**src/rtl/branch_resolve_unit_if.sv**
```systemverilog
// rtl/branch_resolve_unit_if.sv - fetch/execute bus for branch_resolve_unit (BRU_PERF_CNT_EN adds counters)
interface branch_resolve_unit_if #(
  parameter int XLEN = 32
);
  logic [XLEN-1:0] pc_f;
  logic            pred_taken_f;
  logic            valid_e;
  logic            flush_e;
  logic [6:0]      opcode_e;
  logic [2:0]      funct3_e;
  logic [XLEN-1:0] rs1_e;
  logic [XLEN-1:0] rs2_e;
  logic [XLEN-1:0] pc_e;
  logic [XLEN-1:0] target_e;
  logic            pred_taken_e;
  logic            br_taken_r;
  logic            mispredict_r;
  logic [XLEN-1:0] redirect_pc_r;
`ifdef BRU_PERF_CNT_EN
  logic [31:0]     br_count;
  logic [31:0]     mispredict_count;

  modport master (
    output pc_f, valid_e, flush_e, opcode_e, funct3_e, rs1_e, rs2_e, pc_e, target_e, pred_taken_e,
    input  pred_taken_f, br_taken_r, mispredict_r, redirect_pc_r, br_count, mispredict_count
  );
  modport slave (
    input  pc_f, valid_e, flush_e, opcode_e, funct3_e, rs1_e, rs2_e, pc_e, target_e, pred_taken_e,
    output pred_taken_f, br_taken_r, mispredict_r, redirect_pc_r, br_count, mispredict_count
  );
`else
  modport master (
    output pc_f, valid_e, flush_e, opcode_e, funct3_e, rs1_e, rs2_e, pc_e, target_e, pred_taken_e,
    input  pred_taken_f, br_taken_r, mispredict_r, redirect_pc_r
  );
  modport slave (
    input  pc_f, valid_e, flush_e, opcode_e, funct3_e, rs1_e, rs2_e, pc_e, target_e, pred_taken_e,
    output pred_taken_f, br_taken_r, mispredict_r, redirect_pc_r
  );
`endif
endinterface

```
**src/rtl/branch_resolve_unit.sv**
```systemverilog
// rtl/branch_resolve_unit.sv - branch resolve + bimodal BHT; BRU_PERF_CNT_EN adds branch/mispredict counters
module branch_resolve_unit #(
  parameter int XLEN        = 32,
  parameter int BHT_ENTRIES = 64,
  parameter int IDX_LSB     = 2
) (
  input  logic                  clk,
  input  logic                  rst,
  branch_resolve_unit_if.slave  bus
);
  localparam int         IDX_W     = $clog2(BHT_ENTRIES);
  localparam logic [6:0] OP_BRANCH = 7'b1100011;
  localparam logic [6:0] OP_JAL    = 7'b1101111;
  localparam logic [6:0] OP_JALR   = 7'b1100111;

  logic [1:0]      bht [BHT_ENTRIES];
  logic [IDX_W-1:0] idx_f;
  logic [IDX_W-1:0] idx_e;
  logic [XLEN:0]   diff;
  logic            zero;
  logic            neg;
  logic            ovf;
  logic            cond;
  logic            act;
  logic            is_br;
  logic            is_jmp;
  logic            taken;
  logic            unused_pc_bits;

  assign idx_f            = bus.pc_f[IDX_LSB +: IDX_W];
  assign idx_e            = bus.pc_e[IDX_LSB +: IDX_W];
  assign unused_pc_bits   = ^bus.pc_f;
  assign bus.pred_taken_f = bht[idx_f][1];

  // Extra top bit of diff is the unsigned borrow, i.e. rs1 < rs2 unsigned.
  assign diff = {1'b0, bus.rs1_e} - {1'b0, bus.rs2_e};
  assign zero = ~|diff[XLEN-1:0];
  assign neg  = diff[XLEN-1];
  assign ovf  = (bus.rs1_e[XLEN-1] ^ bus.rs2_e[XLEN-1]) & (diff[XLEN-1] ^ bus.rs1_e[XLEN-1]);

  always_comb begin
    cond = 1'b0;
    case (bus.funct3_e)
      3'b000:  cond = zero;
      3'b001:  cond = ~zero;
      3'b100:  cond = neg ^ ovf;
      3'b101:  cond = ~(neg ^ ovf);
      3'b110:  cond = diff[XLEN];
      3'b111:  cond = ~diff[XLEN];
      default: cond = 1'b0;
    endcase
  end

  assign act    = bus.valid_e & ~bus.flush_e;
  assign is_br  = act & (bus.opcode_e == OP_BRANCH);
  assign is_jmp = act & ((bus.opcode_e == OP_JAL) | (bus.opcode_e == OP_JALR));
  assign taken  = is_jmp | (is_br & cond);

  always_ff @(posedge clk or posedge rst) begin
    if (rst) begin
      bus.br_taken_r    <= 1'b0;
      bus.mispredict_r  <= 1'b0;
      bus.redirect_pc_r <= '0;
    end else if (is_br | is_jmp) begin
      bus.br_taken_r    <= taken;
      bus.mispredict_r  <= is_jmp | (taken != bus.pred_taken_e);
      bus.redirect_pc_r <= taken ? bus.target_e : bus.pc_e + XLEN'(4);
    end else begin
      bus.br_taken_r    <= 1'b0;
      bus.mispredict_r  <= 1'b0;
      bus.redirect_pc_r <= '0;
    end
  end

  // Only conditional branches train; jumps are never predicted.
  always_ff @(posedge clk or posedge rst) begin
    if (rst) begin
      for (int i = 0; i < BHT_ENTRIES; i++) bht[i] <= 2'b01;
    end else if (is_br) begin
      if (cond && bht[idx_e] != 2'b11)
        bht[idx_e] <= bht[idx_e] + 2'b01;
      else if (!cond && bht[idx_e] != 2'b00)
        bht[idx_e] <= bht[idx_e] - 2'b01;
    end
  end

`ifdef BRU_PERF_CNT_EN
  always_ff @(posedge clk or posedge rst) begin
    if (rst) begin
      bus.br_count         <= '0;
      bus.mispredict_count <= '0;
    end else if (is_br) begin
      bus.br_count <= bus.br_count + 32'd1;
      if (cond != bus.pred_taken_e) bus.mispredict_count <= bus.mispredict_count + 32'd1;
    end
  end
`endif
endmodule

```
**src/flat_wrapper.sv**
```systemverilog
// flat-port wrapper written by rule: the top's interface ports become plain ports
module branch_resolve_unit_flat 
#(
  parameter int XLEN        = 32,
  parameter int BHT_ENTRIES = 64,
  parameter int IDX_LSB     = 2
)
  (clk, rst, bus_pc_f, bus_valid_e, bus_flush_e, bus_opcode_e, bus_funct3_e, bus_rs1_e, bus_rs2_e, bus_pc_e, bus_target_e, bus_pred_taken_e, bus_pred_taken_f, bus_br_taken_r, bus_mispredict_r, bus_redirect_pc_r);
  branch_resolve_unit_if #(.XLEN(XLEN)) bus_i ();
  input  logic clk;
  input  logic rst;
  input wire logic [$bits(bus_i.pc_f)-1:0] bus_pc_f;
  input wire logic [$bits(bus_i.valid_e)-1:0] bus_valid_e;
  input wire logic [$bits(bus_i.flush_e)-1:0] bus_flush_e;
  input wire logic [$bits(bus_i.opcode_e)-1:0] bus_opcode_e;
  input wire logic [$bits(bus_i.funct3_e)-1:0] bus_funct3_e;
  input wire logic [$bits(bus_i.rs1_e)-1:0] bus_rs1_e;
  input wire logic [$bits(bus_i.rs2_e)-1:0] bus_rs2_e;
  input wire logic [$bits(bus_i.pc_e)-1:0] bus_pc_e;
  input wire logic [$bits(bus_i.target_e)-1:0] bus_target_e;
  input wire logic [$bits(bus_i.pred_taken_e)-1:0] bus_pred_taken_e;
  output wire logic [$bits(bus_i.pred_taken_f)-1:0] bus_pred_taken_f;
  output wire logic [$bits(bus_i.br_taken_r)-1:0] bus_br_taken_r;
  output wire logic [$bits(bus_i.mispredict_r)-1:0] bus_mispredict_r;
  output wire logic [$bits(bus_i.redirect_pc_r)-1:0] bus_redirect_pc_r;
  assign bus_i.pc_f = bus_pc_f;
  assign bus_i.valid_e = bus_valid_e;
  assign bus_i.flush_e = bus_flush_e;
  assign bus_i.opcode_e = bus_opcode_e;
  assign bus_i.funct3_e = bus_funct3_e;
  assign bus_i.rs1_e = bus_rs1_e;
  assign bus_i.rs2_e = bus_rs2_e;
  assign bus_i.pc_e = bus_pc_e;
  assign bus_i.target_e = bus_target_e;
  assign bus_i.pred_taken_e = bus_pred_taken_e;
  assign bus_pred_taken_f = bus_i.pred_taken_f;
  assign bus_br_taken_r = bus_i.br_taken_r;
  assign bus_mispredict_r = bus_i.mispredict_r;
  assign bus_redirect_pc_r = bus_i.redirect_pc_r;
  branch_resolve_unit #(.XLEN(XLEN), .BHT_ENTRIES(BHT_ENTRIES), .IDX_LSB(IDX_LSB)) u_core (.clk(clk), .rst(rst), .bus(bus_i));
endmodule
```
**config.mk**
```make
export PLATFORM = sky130hd
export DESIGN_NAME = branch_resolve_unit_flat
export DESIGN_NICKNAME = d
export VERILOG_FILES = /design/src/rtl/branch_resolve_unit_if.sv /design/src/rtl/branch_resolve_unit.sv /design/src/flat_wrapper.sv
export SDC_FILE = /design/constraint.sdc
export NUM_CORES = 1
export LEC_CHECK = 0
export BUFFER_PORTS_ARGS = -buffer_cell sky130_fd_sc_hd__buf_2
export CAP_MARGIN = 5
export CORE_UTILIZATION = 62
export DETAILED_ROUTE_END_ITERATION = 10
export PLACE_DENSITY_LB_ADDON = 0.05
export SLEW_MARGIN = 25
export SYNTH_ARGS = -nofsm -noshare
export SYNTH_HDL_FRONTEND = slang
export SYNTH_SLANG_ARGS = --single-unit
```
**constraint.sdc**
```tcl
create_clock -name clk -period 16.6 [get_ports clk]
set_input_delay 3.32 -clock clk [delete_from_list [all_inputs] [get_ports clk]]
set_output_delay 3.32 -clock clk [all_outputs]
set_load 0.005 [all_outputs]
```
---- Yosys cells after proc, flatten, opt, wreduce, memory -nomap -nowiden ----
Cells that the tools add are included.
operators by class
  reductions and logical operators ........ 10
  $lt $le $gt $ge ......................... 3
  $add $sub $neg .......................... 4
  equal/unequal tests ..................... 10
  bitwise operators ....................... 17
  multiplexer cells ....................... 17
operator list
  cell                   number
  $bwmux 128             2
  $mux 128               2
  $mux 32                2
  $sub 32x32->33         1
  $add 32x3->32 const B  1
  $reduce_or 32->1       1
  $bmux 2 s6             2
  $eq 7x7->1 const B     3
  $ge 7x7->1 const B     2
  $not 6->7              2
  $demux 2 s6            1
  $eq 3x3->1 const B     4
  $mux 2                 5
  $lt 7x1->1 const B     1
  $pmux 1 s6             1
  $and 1x1->1            5
  $or 1x1->1             4
  $reduce_bool 2->1      2
  $eq 3x1->1 const B     1
  $logic_and 1x1->1      3
  $logic_not 3->1        1
  $not 1->1              3
  $xor 1x1->1            3
  $add 2x1->2 const B    1
  6 further kinds        8
storage, ports and cells
  output and inout port bits .............. 35
  register bits after elaboration ......... 162
  word-level logic and storage cells ...... 128
  input bits .............................. 175

---- Depth between registers and ports, before layout ----
Gate-level depths: netlist of the first run.
  word-level depth ........................ 11
  depth in mapped cells ................... 31

---- Worst setup path after synthesis of the first run ----
No wires, ideal clock.
  kind .................................... input -> output
  start ................................... input bus_pc_f[2]
  end ..................................... output bus_pred_taken_f
  setup slack ............................. 7.570 ns
  arrival ................................. 5.710 ns
  path buffers ............................ 2
  data required time ...................... 13.280 ns
  stages on the path ...................... 5
  path through ............................ clkbuf_1 > buf_1 > mux4_2 > mux4_2 > mux4_2
between the ends
  word-level cells in the longest chain between the ends .. 4
ends and longest elaborated chain
  what                                       line                       RTL
  start, declared                            flat_wrapper.sv:12         input wire logic [$bits(bus_i.pc_f)-1:0] bus_pc_f;
  $not 6->7 (not written as such)            branch_resolve_unit.sv:33  assign bus.pred_taken_f = bht[idx_f][1];
  $bmux 2 s6                                 branch_resolve_unit.sv:33
  $mux 2 (not written as such) (2 in a row)  branch_resolve_unit.sv:33
  end, declared                              flat_wrapper.sv:22         output wire logic [$bits(bus_i.pred_taken_f)-1:0] bus_pred_taken_f;
No other way between the ends. The select of a mux whose other input is x is not followed.

---- Worst setup path after layout of the first run ----
  start ................................... input bus_rs2_e[1]
  end ..................................... register u_core.bht[13] (netlist bit)
between the ends
  word-level cells in the longest chain between the ends .. 10
ends and longest elaborated chain
  what                                line                                                  RTL
  start, declared                     flat_wrapper.sv:18                                    input wire logic [$bits(bus_i.rs2_e)-1:0] bus_rs2_e;
  $sub 32x32->33 (*)                  branch_resolve_unit.sv:36                             assign diff = {1'b0, bus.rs1_e} - {1'b0, bus.rs2_e};
  $xor 1x1->1                         branch_resolve_unit.sv:39                             assign ovf = (bus.rs1_e[XLEN-1] ^ bus.rs2_e[XLEN-1]) & (diff[XLEN-1] ^ bus.rs1_e[XLEN-1]);
  $and 1x1->1                         branch_resolve_unit.sv:39
  $xor 1x1->1                         branch_resolve_unit.sv:46, branch_resolve_unit.sv:47
  $not 1->1                           branch_resolve_unit.sv:47                             3'b101: cond = ~(neg ^ ovf);
  $pmux 1 s6 (*)                      branch_resolve_unit.sv:43                             case (bus.funct3_e)
  $logic_not 1->1                     branch_resolve_unit.sv:82                             else if (!cond && bht[idx_e] != 2'b00)
  $logic_and 1x1->1                   branch_resolve_unit.sv:82
  $reduce_bool 2->1 (no source line)  --
  $reduce_and 2->1 (no source line)   --
  end signal, assigned by index       branch_resolve_unit.sv:81                             bht[idx_e] <= bht[idx_e] + 2'b01;
  end signal, assigned by index       branch_resolve_unit.sv:83                             bht[idx_e] <= bht[idx_e] - 2'b01;
  end, declared                       branch_resolve_unit.sv:16                             logic [1:0] bht [BHT_ENTRIES];
Mark *: on every way between the ends. The rest lies on a longest branch, timed or not.
A chain may end at the register's enable or synchronous reset.

==> impl_metrics.ini, run 1 <==
[detailed_routing]
wl_per_cell_um = 21.1
drt-initial-drc-count = 1111
vias = 11300
routed_wl_um = 35500
drtPass1Iterations = 6
ant_nets = 0
vias_per_cell = 6.73
drc = 0

[clock_network]
ctsLongestPathBuffers = 2
ctsResizeCount = 0
cts_hold_buf = 0
cts_buffers = 17
clk_transition_reported_paths_ns = 0.07
numClockSinks = 162
post_cts_buffers = 0
root_buffer = clkbuf_16
cts_tree = built
clock_latency_ns = 0.43
htreeDepth = 4

[sta]
relSlewSlack_pct = 29.2
hold_violations = 0
worst_slew_pin_slew_ns = 1.06
fin_crit_sh_pct = 61.7
final_max_slew_viol_count = 0
tns_ns = 0
max_freq_mhz = 97.6
rsz0062_at_grt = no
fin_skew_ns = 0.0142
finalSetupViolations = 0
fin_crit_ns = 10.24

[setup_path]
worstSetupStartpointType = primary input
required_ns = 16.91
startpoint = bus_rs2_e[1]
critical_path.max_stage_delay_ns = 0.72
cp_max_fo = 62
worstPathArrival_ns = 10.55
slowest_stage = and3_4
crit_type = primary input to flip-flop
cp-end-kind = flip-flop

[global_routing]
grt_use_met2_pct = 58.1
grt_overflow = 0
track_usage_pct = 35.7
grt_pass1_vias = 10900
grt_pass1_wl_um = 56000
antenna_found_initial = 1
grt_use_met3_pct = 5.37
busiest_layer = met2
use_met1_pct = 46.7
grt_max_degree = 104

[floorplanning]
die-area_mm2 = 0.0201
std_cell_rows = 50
start_util_pct = 64.0
fp.coreArea_mm2 = 0.0190
dieWidth_um = 142
top_level_ports = 210
fp.dieH_um = 142

[yosys]
synth.largest_area_cell = dfrtp_1
synth_flop_cell = dfrtp_1
syn-cell-area_mm2 = 0.0121
synth_cell_types = 78
ys_async_sr_fraction_pct = 100
yosysWarnings = 0
syn_avg_cell_area_um2 = 9.34
synth-edff-count = 0
syn_nets = 1511
yosysTopAreaCellShare_pct = 20.2
yosysSeqAreaShare_pct = 34.1
netlist_instances = 1299
ys_top_cells_by_area = dfrtp_1 20%, dfstp_2 14%, mux2_2 11%
ys_seq_elements = 162

[pwr]
peakVddDrop_mv = 0.0778
power.density_mw_per_mm2 = 75.2
power.leakage_nw = 6.10

[placement]
globalplace.congestion = 0.912
place_hpwl_um = 23400
io_buffers = 183

[hold_path]
min_from = u_core.bht[91]
hold_path.class = flip-flop to flip-flop

[finish]
drive_above_1_share_pct = 33.4
fin_util_pct = 72.1
nets = 1617
area_growth_syn_to_layout_pct = 12.8

[run_status]
status = complete, no violations

[run]
drv_cap = 0
-- worst max-delay path, delay by kind of cell --
| family | cells | cell delay, ns |
|---|---|---|
| simple gates | 10 | 2.35 |
| fa+ha+maj | 2 | 0.50 |
| buf+inv | 4 | 1.03 |
| compound gates | 11 | 2.58 |
| mux | 2 | 0.75 |
-- stage by stage --
step / instance area [um^2] / std cells / worst slack, ns / hold slack, ns / total power [mW]
4_1_cts: 13600 / 1677 / 6.34 / 0.536 / 1.03
2_1_floorplan: 12100 / 1299 / 7.57 / 0.497 / 0.568
6_report: 13700 / 1679 / 6.36 / 0.535 / 1.03
3_3_place_gp: 13100 / 1645 / 5.96 / 0.507 / 0.640
3_5_place_dp: 13100 / 1645 / 5.95 / 0.520 / 0.640
5_1_grt: 13700 / 1679 / 5.81 / 0.552 / 1.07
-- layout by cell type, fill, tap and decap left out, drive strengths merged, types with 14 or more instances in the layout --
master	instances
buf	196
nor3	145
mux2	128
nand2	123
dfrtp	98
a21oi	69
mux2i	68
dfstp	64
inv	53
nor2	36
ha	35
o21ai	32
o22ai	31
a311oi	27
a22oi	24
nand3	23
xor2	22
mux4	21
clkbuf	18
nand4	16
xnor2	15
and3	14
-- where the power goes --
group | internal [mW] | switching [mW]
clock | 0.211 | 0.176
combinational | 0.0811 | 0.163
sequential | 0.396 | 0.000377
-- layer usage --
metal,vias up,part of all wire (%)
met5,-,0
met4,0,3.9
met3,119,8.1
met2,634,48
met1,5466,40
li1,5073,-
-- area by class of cell --
cell class,count,area [um^2]
clock inverter,14,141
inverter,46,178
clock buffer,18,429
sequential,162,4130
tap,260,325
fill,1443,5280
multi-input combinational,982,7440
timing repair buffer,196,1030
antenna,1,2.50
-- cell usage after synthesis (5+ instances only) --
library cell / count
nand2b_1: 12
buf_2: 14
o21ai_1: 5
and2_1: 7
a22oi_1: 24
inv_1: 46
nor2_1: 36
or2_2: 8
clkbuf_1: 87
nor3_1: 145
a311oi_1: 26
buf_1: 5
mux2i_1: 62
o21a_1: 7
nand2_1: 123
mux2i_2: 6
or3_1: 7
mux2_1: 6
a21o_1: 9
o211ai_1: 11
o22ai_1: 31
dfstp_2: 64
mux4_2: 21
and3_1: 13
a21oi_1: 66
nand4_1: 16
nand3_1: 23
mux2_2: 122
xnor2_1: 15
xor2_1: 22
ha_1: 35
a221oi_1: 6
a31oi_1: 6
o221ai_1: 5
dfrtp_1: 98
o21ai_0: 27
-- path summary, 6_finish.rpt --
check | slack (ns) | endpoint | cells past startpoint
max | 6.36 | u_core.bht[13] | 29
min | 0.53 | u_core.bht[91] | 1
max reg2reg | 12.25 | u_core.bht[35] | 11
min reg2reg | 0.53 | u_core.bht[91] | 1
max in group asynchronous | 12.22 | u_core.bht[99] | 3
min in group asynchronous | 3.06 | u_core.bus.redirect_pc_r[28] | 2
-- cells by family (layout without fill, tap and decap cells) --
family | Yosys count | after routing | synth area share (%)
adders and majority gates | 37 | 37 | 3.94
other | 0 | 1 | 0
DFF | 162 | 162 | 34.1
muxes | 217 | 217 | 21.6
xor gates and xnor gates | 37 | 37 | 2.67
AOI/OAI and AO/OA | 272 | 272 | 15.6
and+or+nand+nor | 419 | 419 | 17.0
buffers and inverters | 155 | 274 | 5.13
(Power assumes the default switching activity.)
==> run 2: changes to the inputs <==
--- a/config.mk
+++ b/config.mk
@@ -7,7 +7,7 @@
 export LEC_CHECK = 0
 export BUFFER_PORTS_ARGS = -buffer_cell sky130_fd_sc_hd__buf_2
 export CAP_MARGIN = 5
-export CORE_UTILIZATION = 62
+export CORE_UTILIZATION = 58
 export DETAILED_ROUTE_END_ITERATION = 10
 export PLACE_DENSITY_LB_ADDON = 0.05
 export SLEW_MARGIN = 25
==> constraint.sdc (replaced) <==
create_clock -name clk -period 9.82 [get_ports clk]
set_input_delay 1.964 -clock clk [delete_from_list [all_inputs] [get_ports clk]]
set_output_delay 1.964 -clock clk [all_outputs]
set_load 0.005 [all_outputs]
==> run 2 against run 1 <==
- critical endpoint is now u_core.bht[91]
- cell count rose by 0.77%
- critical path type unchanged
- register-to-register slack got worse by 6.3 ns
- sequential share of layout area fell by 0.18 points
- combinational power rose by 70%
==> impl_metrics.ini, run 2 (synthesis gave the netlist of run 1 again) <==
[run_status]
status = complete, no violations

[setup_path]
required_ns = 10.15
cp_max_fo = 48
rr_startpoint = u_core.bht[19]
crit_top_cell = a21oi_1
cp-end-kind = flip-flop
startpoint = bus_rs2_e[6]
r2r_end = u_core.bht[91]
worstSetupStartpointType = primary input
slowest_stage = and3_4
crit_type = primary input to flip-flop
worstPathArrival_ns = 8.67
critical_path.max_stage_delay_ns = 0.57
reg2reg_slack_ns = 5.97
reg2reg_depth = 11
cp-endpoint = u_core.bht[91]

[placement]
place_hpwl_um = 23300
io_buffers = 183
globalplace.congestion = 0.915
place_ws_ns = 1.12

[clock_network]
root_buffer = clkbuf_16
clk_transition_reported_paths_ns = 0.07
clock_latency_ns = 0.45
ctsLongestPathBuffers = 2
numClockSinks = 162
cts_hold_buf = 0
ctsResizeCount = 0
htreeDepth = 4
cts_buffers = 17
post_cts_buffers = 0
cts_tree = built

[detailed_routing]
vias = 11100
drc = 0
wl_per_cell_um = 20.8
drt-initial-drc-count = 1043
vias_per_cell = 6.57
drtPass1Iterations = 7
routed_wl_um = 35100
ant_nets = 0

[pwr]
power.leakage_nw = 6.13
p_switching_mw = 0.579
seqPwrFrac_pct = 37.7
power.density_mw_per_mm2 = 129
p_sw_share_pct = 32.5
clkPwrFrac_pct = 39.1
peakVddDrop_mv = 0.113
pwr-share-comb_pct = 23.2
p_int_mw = 1.20

[sta]
fin_crit_sh_pct = 84.9
fin_skew_ns = 0.0131
hold_violations = 0
max_freq_mhz = 120
relSlewSlack_pct = 29.8
final_max_slew_viol_count = 0
timing.hold.ws_ns = 0.534
fin_crit_ns = 8.34
rsz0062_at_grt = no
timing.final.ws_setup_ns = 1.48
tns_ns = 0
finalSetupViolations = 0
worst_slew_pin_slew_ns = 1.05

[finish]
layout_common_cells = 183 x buf_2, 144 x nor3_1, 122 x mux2_2
nets = 1619
final.fill_count = 1660
fin_util_pct = 67.5
area_growth_syn_to_layout_pct = 13.4
layout_commonest_cell = buf_2
drive_above_1_share_pct = 33.6

[global_routing]
grt_pass1_vias = 10600
grt_max_degree = 75
track_usage_pct = 33.2
grt_pass1_wl_um = 56000
antenna_found_initial = 2
grt_overflow = 0

[hold_path]
hold_path.class = flip-flop to flip-flop

[floorplanning]
std_cell_rows = 52
start_util_pct = 59.6
fp.dieH_um = 147
dieWidth_um = 147
top_level_ports = 210
die-area_mm2 = 0.0215
fp.coreArea_mm2 = 0.0204

[run]
drv_cap = 0
==> run 2: worst min-delay path by stage <==
stage                          startpoint              end  slack, ns  depth (start not counted)
after global routing       u_core.bht[97]   u_core.bht[97]       0.55                          1
after detailed placement   u_core.bht[15]   u_core.bht[15]       0.52                          1
final                      u_core.bht[35]   u_core.bht[35]       0.53                          1
after CTS                  u_core.bht[35]   u_core.bht[35]       0.53                          1
after floorplan           u_core.bht[123]  u_core.bht[123]       0.50                          1
after global placement     u_core.bht[91]   u_core.bht[91]       0.51                          1
==> run 2: power groups by stage <==
stage | Sequential, mW | Clock [mW] | Combinational [mW]
finish | 0.671 | 0.696 | 0.414
detailed placement | 0.682 | 0 | 0.406
floorplan | 0.682 | 0 | 0.278
global route | 0.670 | 0.729 | 0.447
global placement | 0.682 | 0 | 0.404
CTS | 0.670 | 0.699 | 0.408
==> run 2: cell type report <==
type,count,area [um^2],area share [%]
diodes,2,5.00,0.0364
clock buffers,19,453,3.29
clock inverters,13,150,1.09
inverters,46,178,1.29
multi-input cells,982,7440,54.1
flip-flops and latches,162,4130,30.1
well taps,270,338,2.46
repair buffers,198,1050,7.66
==> run 2: through the flow <==
step,power [mW],cell area (um^2),instances
final,1.78,13800,1692
after global routing,1.85,13800,1692
after CTS,1.78,13700,1690
after detailed placement,1.09,13100,1658
after global placement,1.09,13100,1658
after floorplan,0.960,12100,1299
==> run 2: critical path: cells and delay by family <==
family,cells,cell delay (ns)
adders and majority gates,2,0.61
and+or+nand+nor,9,2.17
muxes,2,0.76
buffers and inverters,3,0.44
AOI/OAI and AO/OA,12,2.66
==> run 2: per-layer routing <==
layer  vias up  share of wire (%)  wire length, um  global-route usage, %
met5         -                  0                0                      0
met4         0                2.8              984                   11.4
met3       100                8.1             2840                   5.69
met2       531                 47            16500                   53.7
met1      5393                 42            14900                   44.9
li1       5089                  -                -                      -
==> run 3: changes to the inputs <==
--- a/config.mk
+++ b/config.mk
@@ -7,7 +7,7 @@
 export LEC_CHECK = 0
 export BUFFER_PORTS_ARGS = -buffer_cell sky130_fd_sc_hd__buf_2
 export CAP_MARGIN = 5
-export CORE_UTILIZATION = 58
+export CORE_UTILIZATION = 52
 export DETAILED_ROUTE_END_ITERATION = 10
 export PLACE_DENSITY_LB_ADDON = 0.05
 export SLEW_MARGIN = 25
==> constraint.sdc (replaced) <==
create_clock -name clk -period 6.99 [get_ports clk]
set_input_delay 1.398 -clock clk [delete_from_list [all_inputs] [get_ports clk]]
set_output_delay 1.398 -clock clk [all_outputs]
set_load 0.005 [all_outputs]
==> run 3 against run 2 <==
- hold slack better by 0.0037 ns
- critical path depth is the same
- clock skew barely moved
- clock power increased by 42%
- sequential power grew 40%
- critical endpoint is now u_core.bht[9]
==> impl_metrics.ini, run 3 (synthesis gave the netlist of run 1 again) <==
[pwr]
seqPwrFrac_pct = 34.5
p_total_mw = 2.73
clkPwrFrac_pct = 36.2
pwr-share-comb_pct = 29.3
p_sw_share_pct = 33.4
power.leakage_nw = 6.54
power.density_mw_per_mm2 = 175
p_switching_mw = 0.910
p_int_mw = 1.82
peakVddDrop_mv = 0.114

[placement]
dpl-instance-area_mm2 = 0.0138
io_buffers = 183
dpl.cell_count = 1768
place_hpwl_um = 25700
globalplace.congestion = 0.893

[global_routing]
grt_pass1_vias = 10800
grt_pass1_wl_um = 59600
antenna_found_initial = 1
grt_overflow = 0
track_usage_pct = 32.0
grt_max_degree = 83

[finish]
finalInstanceArea_mm2 = 0.0156
multi_input_area_mm2 = 0.00847
layout_common_cells = 183 x buf_2, 142 x nor3_1, 121 x nand2_1
area_growth_syn_to_layout_pct = 28.8
nets = 1696
fin_cells = 1811
regArea_mm2 = 0.00413
fin_util_pct = 68.6
final.fill_count = 1749
layout_commonest_cell = buf_2
drive_above_1_share_pct = 42.2

[setup_path]
crit_type = primary input to flip-flop
required_ns = 7.31
cp_max_fo = 7
critical_path.max_stage_delay_ns = 0.57
crit_family = simple AND/OR/NAND/NOR gates
worst-path-buf-inv = 3
slowest_stage = or4_4
cp-end-kind = flip-flop
worstPathArrival_ns = 7.09
crit_top_cell = a21oi_2
worstSetupStartpointType = primary input

[clock_network]
clock_latency_ns = 0.44
cts_buffers = 17
cts_hold_buf = 0
cts_tree = built
numClockSinks = 162
clk_transition_reported_paths_ns = 0.07
htreeDepth = 4
root_buffer = clkbuf_16
ctsLongestPathBuffers = 2

[detailed_routing]
drc = 0
topRoutingLayerUsed = met4
drt-initial-drc-count = 1176
drtPass1Iterations = 6
ant_nets = 0
wl_per_cell_um = 22.1
vias_per_cell = 6.41
met2WireLength_um = 19100
vias = 11600
routed_wl_um = 40100
wl_met1_um = 16200
wl_met3_um = 3540

[run]
drv_cap = 0

[floorplanning]
std_cell_rows = 55
start_util_pct = 53.2
dieWidth_um = 155
fp.coreArea_mm2 = 0.0228
fp.dieH_um = 155
top_level_ports = 210
die-area_mm2 = 0.0239

[sta]
worst_slew_pin_slew_ns = 1.12
hold_violations = 0
max_freq_mhz = 148
fin_skew_ns = 0.0126
relSlewSlack_pct = 25.4
fin_crit_ns = 6.77
finalSetupViolations = 0
final_max_slew_viol_count = 0
fin_crit_sh_pct = 96.8

[hold_path]
hold_path.class = flip-flop to flip-flop

[run_status]
status = complete, no violations
run 3: cell types whose count changed in the layout (fill, tap and decap cells not counted), moves of 5 or more:
cell       before  now
a21oi_1        66   61
buf_4          13   72
clkbuf_16      17   23
mux2_2        122  105
mux2_4          0   17
mux2i_1        62    4
mux2i_2         6    0
mux2i_4         0   64
run 3: worst paths after layout:
check | cells after the start | slack, ns | from | to
setup reg to reg | 11 | 3.21 | flip-flop | u_core.bht[113]
max in group asynchronous | 3 | 4.77 | rst | u_core.bht[99]
hold / removal | 1 | 0.54 | u_core.bht[59] | u_core.bht[59]
min in group asynchronous | 2 | 1.04 | rst | u_core.bus.redirect_pc_r[0]
setup / recovery | 28 | 0.22 | bus_rs2_e[6] | u_core.bht[9]
hold reg to reg | 1 | 0.54 | u_core.bht[59] | u_core.bht[59]
run 3: power groups by stage:
stage                     combinational, mW  sequential (mW)  clock, mW
after global routing                  0.853            0.942       1.02
after global placement                0.652            0.958          0
after detailed placement              0.657            0.958          0
final                                 0.799            0.942      0.987
after CTS                             0.662            0.942      0.992
after floorplan                       0.392            0.958          0
run 3: metal layers:
metal	global-route usage, %	vias up
met3	5.41	113
met4	9.67	0
met1	43.2	5622
met5	0	-
li1	-	5258
met2	52.5	617
run 3: stage by stage:
| step | setup WS (ns) | hold slack (ns) | setup TNS [ns] |
|---|---|---|---|
| floorplan | 0.0195 | 0.497 | 0 |
| global placement | -0.482 | 0.512 | -57.42 |
| detailed placement | -0.514 | 0.522 | -63.54 |
| CTS | 0.0147 | 0.537 | 0 |
| global route | -0.0321 | 0.556 | -0.353 |
| finish | 0.223 | 0.538 | 0 |
run 3: worst register-to-register path: stages (launching register included):
cell and delay, ns:
dfstp_2 0.55, o22ai_1 0.10, or4_1 0.53, o211ai_1 0.28, o2111ai_4 0.18, buf_4 0.29
inv_1 0.10, ha_2 0.60, buf_12 0.30, nor3_1 0.17, mux2i_4 0.21, mux2_2 0.36
run 3: layout make-up:
type | instances | share of cell area, %
Multi-Input combinational cell | 984 | 54.2
Sequential cell | 162 | 26.5
Timing Repair Buffer | 273 | 11.7
Clock buffer | 18 | 2.81
Tap cell | 313 | 2.51
Inverter | 46 | 1.14
Clock inverter | 14 | 1.09
Antenna cell | 1 | 0.0160
run 3: what timing repair did:
action / CTS / global route
cloned: 0 / 10
gates resized for setup: 5 / 170
setup endpoints to repair: 33 / 161
setup buffers: 0 / 0
endpoints found under the hold margin: 0 / 0
pin swaps: 1 / 22
